<file path="src/rtl/frame_mux_pkg.sv">
// Shared types for the frame-synchronous source selector: the applied-state
// encoding and the selection request record held in the pending register.
package frame_mux_pkg;

    // Widest buffer index ever needed (up to 16 buffers).
    localparam int MAX_SEL_W = 4;

    typedef enum logic {
        ST_BLANK = 1'b0,
        ST_SHOW  = 1'b1
    } state_e;

    typedef struct packed {
        logic                 blank;
        logic [MAX_SEL_W-1:0] idx;
    } sel_req_t;

    // A request is usable when it asks for blank or names an existing buffer.
    function automatic logic req_is_legal(input logic blank,
                                          input logic [MAX_SEL_W-1:0] idx,
                                          input int num_buf);
        return blank || (int'(idx) < num_buf);
    endfunction

endpackage

</file>
<file path="src/rtl/frame_mux_sel_ctrl.sv">
// Selection control: latches requests, applies them only at frame boundaries,
// and raises the SwapAck / SelErr pulses. Also exports the selection that is
// in force for the current cycle so the datapath can bypass on FrameStart.
module frame_mux_sel_ctrl
    import frame_mux_pkg::*;
#(
    parameter int NUM_BUF = 2,
    parameter int SEL_W   = 1
) (
    input  logic             clk,
    input  logic             srst,
    input  logic             frame_start_i,
    input  logic             req_valid_i,
    input  logic             req_blank_i,
    input  logic [SEL_W-1:0] req_idx_i,
    output logic             eff_blank_o,
    output logic [SEL_W-1:0] eff_sel_o,
    output logic             blanked_o,
    output logic [SEL_W-1:0] active_sel_o,
    output logic             pending_o,
    output logic             swap_ack_o,
    output logic             sel_err_o
);

    state_e           state_q, state_d;
    logic [SEL_W-1:0] sel_q, sel_d;
    logic             pend_valid_q, pend_valid_d;
    sel_req_t         pend_req_q, pend_req_d;
    logic             swap_ack_q;
    logic             sel_err_q;

    sel_req_t new_req;
    sel_req_t apply_req;
    logic     req_legal;
    logic     req_illegal;
    logic     apply;
    // Upper index bits are always zero for legal requests; only the low
    // SEL_W bits drive the selection.
    logic     unused_idx_bits;

    assign new_req.blank = req_blank_i;
    assign new_req.idx   = MAX_SEL_W'(req_idx_i);

    assign req_legal   = req_valid_i &&  req_is_legal(req_blank_i, new_req.idx, NUM_BUF);
    assign req_illegal = req_valid_i && !req_is_legal(req_blank_i, new_req.idx, NUM_BUF);

    // A same-cycle legal request beats the older pending one.
    assign apply     = frame_start_i && (pend_valid_q || req_legal);
    assign apply_req = req_legal ? new_req : pend_req_q;

    assign unused_idx_bits = ^apply_req.idx;

    // Next applied selection and pending-register update.
    always_comb begin
        state_d      = state_q;
        sel_d        = sel_q;
        pend_valid_d = pend_valid_q;
        pend_req_d   = pend_req_q;
        if (apply) begin
            state_d      = apply_req.blank ? ST_BLANK : ST_SHOW;
            if (!apply_req.blank) begin
                sel_d = apply_req.idx[SEL_W-1:0];
            end
            pend_valid_d = 1'b0;
        end else if (req_legal) begin
            pend_valid_d = 1'b1;
            pend_req_d   = new_req;
        end
    end

    // Applied selection, pending request and status pulses.
    always_ff @(posedge clk) begin
        if (srst) begin
            state_q      <= ST_BLANK;
            sel_q        <= '0;
            pend_valid_q <= 1'b0;
            pend_req_q   <= '0;
            swap_ack_q   <= 1'b0;
            sel_err_q    <= 1'b0;
        end else begin
            state_q      <= state_d;
            sel_q        <= sel_d;
            pend_valid_q <= pend_valid_d;
            pend_req_q   <= pend_req_d;
            swap_ack_q   <= apply;
            sel_err_q    <= req_illegal;
        end
    end

    // The next-state selection is already valid on the FrameStart cycle.
    assign eff_blank_o  = (state_d == ST_BLANK);
    assign eff_sel_o    = sel_d;
    assign blanked_o    = (state_q == ST_BLANK);
    assign active_sel_o = sel_q;
    assign pending_o    = pend_valid_q;
    assign swap_ack_o   = swap_ack_q;
    assign sel_err_o    = sel_err_q;

endmodule

</file>
<file path="src/rtl/frame_mux_seq.sv">
// Registered frame-synchronous source selector: picks one of NUM_BUF pixel
// buffers or the blank level, switching only at FrameStart.
// Optional build macro FRAME_MUX_TESTPAT_EN: while blanked, output an 8-bit
// ramp that counts PixValid cycles from each FrameStart instead of BLANK_VAL.
module frame_mux_seq
    import frame_mux_pkg::*;
#(
    parameter int                DATA_W    = 8,
    parameter int                NUM_BUF   = 2,
    parameter logic [DATA_W-1:0] BLANK_VAL = '0,
    localparam int               SEL_W     = (NUM_BUF > 1) ? $clog2(NUM_BUF) : 1
) (
    input  logic                      Clk,
    input  logic                      Reset,
    input  logic [NUM_BUF*DATA_W-1:0] BufData,
    input  logic                      PixValid,
    input  logic                      FrameStart,
    input  logic                      SelReqValid,
    input  logic                      SelReqBlank,
    input  logic [SEL_W-1:0]          SelReqIdx,
    output logic [DATA_W-1:0]         FrameIn,
    output logic                      FrameValid,
    output logic [SEL_W-1:0]          ActiveSel,
    output logic                      Blanked,
    output logic                      Pending,
    output logic                      SwapAck,
    output logic                      SelErr
);

    localparam int NUM_SLOTS = 1 << SEL_W;

    logic             eff_blank;
    logic [SEL_W-1:0] eff_sel;
    logic [DATA_W-1:0] buf_arr [NUM_SLOTS];
    logic [DATA_W-1:0] blank_pix;
    logic [DATA_W-1:0] frame_in_q, frame_in_d;
    logic              frame_valid_q;

    frame_mux_sel_ctrl #(
        .NUM_BUF (NUM_BUF),
        .SEL_W   (SEL_W)
    ) u_sel_ctrl (
        .clk           (Clk),
        .srst          (Reset),
        .frame_start_i (FrameStart),
        .req_valid_i   (SelReqValid),
        .req_blank_i   (SelReqBlank),
        .req_idx_i     (SelReqIdx),
        .eff_blank_o   (eff_blank),
        .eff_sel_o     (eff_sel),
        .blanked_o     (Blanked),
        .active_sel_o  (ActiveSel),
        .pending_o     (Pending),
        .swap_ack_o    (SwapAck),
        .sel_err_o     (SelErr)
    );

    // Unpack the buffer bus; unused slots (non power-of-two NUM_BUF) read zero.
    genvar gi;
    generate
        for (gi = 0; gi < NUM_SLOTS; gi++) begin : g_slot
            if (gi < NUM_BUF) begin : g_used
                assign buf_arr[gi] = BufData[gi*DATA_W +: DATA_W];
            end else begin : g_pad
                assign buf_arr[gi] = '0;
            end
        end
    endgenerate

`ifdef FRAME_MUX_TESTPAT_EN
    logic [7:0] ramp_q, ramp_d, ramp_cur;

    // Pixel index within the frame: zero on the FrameStart pixel itself.
    assign ramp_cur  = FrameStart ? 8'd0 : ramp_q;
    assign ramp_d    = ramp_cur + {7'd0, PixValid};
    assign blank_pix = DATA_W'(ramp_cur);

    // Ramp counter advances once per valid pixel slot.
    always_ff @(posedge Clk) begin
        if (Reset) begin
            ramp_q <= 8'd0;
        end else begin
            ramp_q <= ramp_d;
        end
    end
`else
    assign blank_pix = BLANK_VAL;
`endif

    // Source mux; uses the selection in force this cycle (bypassed at FrameStart).
    always_comb begin
        frame_in_d = eff_blank ? blank_pix : buf_arr[eff_sel];
    end

    // One-cycle output register for pixel and valid.
    always_ff @(posedge Clk) begin
        if (Reset) begin
            frame_in_q    <= BLANK_VAL;
            frame_valid_q <= 1'b0;
        end else begin
            frame_in_q    <= frame_in_d;
            frame_valid_q <= PixValid;
        end
    end

    assign FrameIn    = frame_in_q;
    assign FrameValid = frame_valid_q;

endmodule

</file>
<file path="config.mk">
export PLATFORM = sky130hd
export DESIGN_NAME = frame_mux_seq
export DESIGN_NICKNAME = d
export VERILOG_FILES = /design/src/rtl/frame_mux_pkg.sv /design/src/rtl/frame_mux_sel_ctrl.sv /design/src/rtl/frame_mux_seq.sv
export SDC_FILE = /design/constraint.sdc
export NUM_CORES = 1
export LEC_CHECK = 0
export BUFFER_PORTS_ARGS = -buffer_cell sky130_fd_sc_hd__clkbuf_2
export CAP_MARGIN = 40
export CORE_MARGIN = 8
export CORE_UTILIZATION = 44
export DETAILED_ROUTE_END_ITERATION = 8
export MAX_ROUTING_LAYER = met4
export PLACE_DENSITY_LB_ADDON = 0.08
export REMOVE_ABC_BUFFERS = 1
export SYNTH_ARGS = -nofsm -noshare
export SYNTH_HDL_FRONTEND = slang
export SYNTH_SLANG_ARGS = --single-unit
</file>
<file path="constraint.sdc">
create_clock -name Clk -period 1.9 [get_ports Clk]
set_input_delay 0.285 -clock Clk [delete_from_list [all_inputs] [get_ports Clk]]
set_output_delay 0.285 -clock Clk [all_outputs]
set_load 0.02 [all_outputs]
</file>
Word-level counts from Yosys, hierarchy flattened
Cells that the tools add are included.
{"block": "word_totals", "regBits": 16, "word_cells": 30}
{"block": "classes", "magnitude_cmp": 2, "n_mux": 8, "bitwise_logic": 3, "n_reduce_logical": 8}
{"operator": "8-bit two-way mux", "count": 3}
{"operator": "5-bit two-way mux", "count": 1}
{"operator": "1-bit two-way mux", "count": 4}
{"operator": "2-bit OR reduction", "count": 2}
{"operator": "1-bit logical AND", "count": 3}
{"operator": "2-bit greater-or-equal comparator (second input constant)", "count": 1}
{"operator": "1-bit logical OR", "count": 2}
{"operator": "1-bit by 2-bit less-than comparator with 1-bit output (second input constant)", "count": 1}
{"operator": "1-bit NOT", "count": 2}
{"operator": "1-bit NOT with 2-bit output", "count": 1}
{"operator": "1-bit zero test", "count": 1}

Logic depth before layout (Yosys ltp)
{"block": "logic_depth", "ltp_word": 10, "ltp_mapped": 6, "ltp_nobuf": 4}

Modules after synthesis
Synthesis repeated with hierarchy kept, for this count alone.
{"block": "unflattened", "hier_cells": 62, "area_unflattened_um2": 615.6}
{"module": "frame_mux_seq", "cells_per_inst": 29, "seq_area_each_um2": 180.2, "area_per_inst_um2": 322.8, "instances": 1}
{"module": "frame_mux_sel_ctrl", "cells_per_inst": 33, "seq_area_each_um2": 120.1, "area_per_inst_um2": 292.8, "instances": 1}

Least setup slack after synthesis
Ideal clock, no wire load.
{"block": "synth_path", "path_type": "flip-flop to flip-flop", "start": "register u_sel_ctrl.pend_valid_q, in the netlist u_sel_ctrl.pending_o", "end": "register frame_in_q[0], in the netlist FrameIn[0]", "arrival_ps": 1246, "t_required_ps": 1830, "n_path_buf": 1, "period_less_slack_ps": 1316, "path_stages_with_launch": 6, "path_slack_ps": 584, "cell_sequence": "dfxtp_1 -> and4bb_4 -> a221oi_1 -> or2_1 -> buf_2 -> a21oi_1"}
{"block": "synth_between", "elab_chain_len": 7, "word_cells_on_any_way": 10, "classes_between": "5 x mux; 2 x bitwise; 3 x reduce/logical"}
{"element": "start, declared", "line_no": "frame_mux_sel_ctrl.sv:27", "rtl": "logic pend_valid_q, pend_valid_d;"}
{"element": "start signal, assigned", "line_no": "frame_mux_sel_ctrl.sv:83", "rtl": "pend_valid_q <= pend_valid_d;"}
{"element": "1-bit logical OR (*)", "line_no": "frame_mux_sel_ctrl.sv:48", "rtl": "assign apply = frame_start_i && (pend_valid_q || req_legal);"}
{"element": "1-bit logical AND (*)", "line_no": "frame_mux_sel_ctrl.sv:48"}
{"element": "1-bit two-way mux", "line_no": "frame_mux_sel_ctrl.sv:59", "rtl": "if (apply) begin"}
{"element": "1-bit NOT with 2-bit output (not written as such)", "line_no": "frame_mux_seq.sv:92", "rtl": "frame_in_d = eff_blank ? blank_pix : buf_arr[eff_sel];"}
{"element": "8-bit two-way mux (not written as such) (3 in a row)", "line_no": "frame_mux_seq.sv:92"}
{"element": "end signal, assigned", "line_no": "frame_mux_seq.sv:101", "rtl": "frame_in_q <= frame_in_d;"}
{"element": "end, declared", "line_no": "frame_mux_seq.sv:36", "rtl": "logic [DATA_W-1:0] frame_in_q, frame_in_d;"}
Mark *: on every way between the ends. The rest lies on a longest branch, timed or not. The select of a mux whose other input is x is not followed.
A chain may end at the register's enable or synchronous reset.

Worst setup path in the final report
{"block": "layout_path", "start": "register u_sel_ctrl.pend_valid_q, in the netlist u_sel_ctrl.pending_o", "end": "register frame_in_q[5], in the netlist FrameIn[5]"}
Same word-level chain as after synthesis.

==> flow_metrics.py <==
metrics = {
    "finish": {
        "n_antenna_cell": 0,
        "instances_no_fill": 117,
        "drive_above_1_share": 0.402,
        "fin_util": 0.628,
        "fin_nets": 126,
        "syn_to_final_growth_pct": 31.9,
    },
    "placement": {
        "place_congestion": 0.820,
        "pre_cts_ws_ns": 0.423,
        "numPortBuffers": 35,
        "place_inst": 113,
        "post-dp-hpwl_um": 1240,
    },
    "timing": {
        "setup_viol": 0,
        "hold_violations": 0,
        "rsz0062_at_grt": "no",
        "finalMaxSlewViolations": 0,
        "fin_crit_sh": 0.723,
        "min_period_ns": 1.37,
        "timing.slew.headroom": 0.602,
        "fmax_mhz": 728,
        "worst_pin_slew_ns": 0.594,
        "tns_ns": 0,
        "hold_ws_ns": 0.227,
        "setup_ws_ns": 0.526,
        "clock_skew_ns": 0.00177,
    },
    "yosys": {
        "ys_async_sr_fraction": 0,
        "avgSynthCellArea_um2": 9.50,
        "synthSimpleGateAreaFrac": 0.200,
        "synth_sequential_area_ratio": 0.479,
        "synth_top_family_by_area": "compound AO/OA/AOI/OAI gates",
        "yosysMostFrequentCell": "dfxtp_1",
        "synthXorXnorAreaFrac": 0,
        "synth_edf_count": 0,
        "synth_cells": 66,
        "synthAdderAreaFrac": 0,
        "syn_area_um2": 627,
        "synth.top_cell.area_share": 0.479,
        "ys_ff_latch": 15,
        "synthMuxAreaShare": 0.0479,
        "synth_commonest_cells": "dfxtp_1, o21ai_0, a21oi_1, nand3_1",
        "synthFlopType": "dfxtp_1",
        "synth.distinct_cells": 21,
        "synth_top_cell_by_area": "dfxtp_1",
        "ys.warnings.count": 0,
        "synthTopCellsByArea": "dfxtp_1, o21ai_0, a21oi_1, nand3_1, mux2i_1",
        "synth_compound_area_frac": 0.224,
    },
    "route": {
        "first_iter_violations": 6,
        "vias_per_cell": 5.09,
        "wl_um": 1570,
        "dr.pass1.iters": 4,
        "antenna_left": 0,
        "drc": 0,
        "wl_per_cell_um": 13.4,
        "vias": 596,
    },
    "clocking": {
        "cts.sinks": 15,
        "clockBufferDepth": 2,
        "cts_resized": 0,
        "path_clk_slew_ns": 0.08,
        "cts_tree": "built",
        "clk_latency_ns": 0.27,
        "cts_buffers": 3,
        "cts_setup_buffers": 0,
        "ctsHoldBuffers": 0,
        "clock-root-buffer": "clkbuf_4",
        "htree_levels": 1,
    },
    "global_route": {
        "grtUsageTotal": 0.116,
        "grt_pass1_vias": 607,
        "grt_pass1_wl_um": 2550,
        "grt_antenna_before_repair": 0,
        "grt_max_degree": 11,
        "overflow": 0,
    },
    "setup_path": {
        "cp_top_family": "compound AO/OA/AOI/OAI gates",
        "cp-end-kind": "flip-flop",
        "slowest_delay_ns": 0.50,
        "cp.arrival_ns": 1.57,
        "reg2reg_depth": 4,
        "crit_buf_inv": 0,
        "cp.depth": 4,
        "cp_max_fo": 8,
        "cp.required_ns": 2.10,
        "cp_slowest_cell": "o211ai_1",
        "crit_chain": "nor3b_1 > o211ai_1 > nand3_1 > a21oi_1",
        "startpoint_type": "flip-flop",
        "critPathKind": "reg2reg",
    },
    "power": {
        "swShare": 0.264,
        "leakagePower_uw": 0.000400,
        "power.switching_uw": 165,
        "ir_worst_vdd_uv": 411,
        "combinationalPowerShare": 0.187,
        "pwr-share-clk": 0.275,
        "internal_power_uw": 459,
        "p_per_area_nw_per_um2": 754,
        "p_seq_frac": 0.538,
    },
    "worst_hold_path": {
        "min_path_type": "in2reg",
        "holdPathStages": 2,
    },
    "die": {
        "coreArea_um2": 1320,
        "start_util": 0.476,
        "rows": 13,
        "die_y_um": 53.7,
        "io_pins": 37,
        "die_w_um": 53.7,
        "dieArea_um2": 2890,
    },
    "flow_run": {
        "max_cap_violations": 0,
    },
    "status": {
        "status": "finished clean",
    },
}
routing by layer:
metal	up-vias	routed length, µm	global-route usage
li1	310	-	-
met1	262	713	0.151
met2	22	683	0.168
met3	2	166	0.0386
met4	0	8	0.0252
met5	-	0	-
cell families after synthesis:
kind of cell / count (synthesis)
AOI/OAI and AO/OA: 22
buffers and inverters: 5
DFF: 15
muxes: 3
other: 1
and+or+nand+nor: 20
per-stage QoR:
step | total power [µW] | cell area (µm²)
after floorplan | 409 | 607
after global placement | 459 | 801
after detailed placement | 460 | 801
after CTS | 634 | 827
after global routing | 664 | 827
final | 624 | 827
power by group through the flow:
stage / Combinational [µW] / Clock [µW] / Sequential, µW
after floorplan: 52.7 / 0 / 356
after global placement: 116 / 0 / 342
after detailed placement: 118 / 0 / 343
after CTS: 118 / 181 / 335
after global routing: 130 / 197 / 337
final: 117 / 172 / 335
cell type report:
cell class | instances | area, µm²
Clock buffer | 4 | 26.3
Fill cell | 132 | 490
Inverter | 2 | 7.51
Multi-Input combinational cell | 46 | 299
Sequential cell | 15 | 300
Tap cell | 15 | 18.8
Timing Repair Buffer | 35 | 175
sequential cells by signal, indices dropped and copies added, names as in the netlist:
signal / flops
FrameIn: 8
u_sel_ctrl.active_sel_o: 1
u_sel_ctrl.pend_req_q: 2
FrameValid: 1
u_sel_ctrl.swap_ack_o: 1
u_sel_ctrl.pending_o: 1
u_sel_ctrl.state_q: 1
worst paths after layout:
| kind | from | endpoint | slack [ns] |
|---|---|---|---|
| worst max register to register | u_sel_ctrl.pending_o | FrameIn[5] | 0.53 |
| worst min-delay path | PixValid | FrameValid | 0.23 |
| worst max-delay path | u_sel_ctrl.pending_o | FrameIn[5] | 0.53 |
| worst min register to register | u_sel_ctrl.pend_req_q[0] | u_sel_ctrl.pend_req_q[0] | 0.51 |
cells in the final DEF, fill, tap and decap left out:
cell      Yosys  layout
nor2_1        3       3
clkbuf_4      0       3
nor3_1        2       2
conb_1        1       1
dfxtp_1      15      15
nor2b_4       1       1
inv_1         2       2
and4bb_4      1       1
a221oi_1      1       1
or2_1         1       1
a211o_1       1       1
o211a_1       1       1
nor2b_1       2       2
clkbuf_2      0      35
o211ai_1      1       1
nand3_1       8       8
a211oi_4      1       1
mux2i_1       3       3
nor3b_1       2       2
clkbuf_1      0       1
o21ai_0       9       9
a21oi_1       8       8
Power figures use the tool's default switching activity.
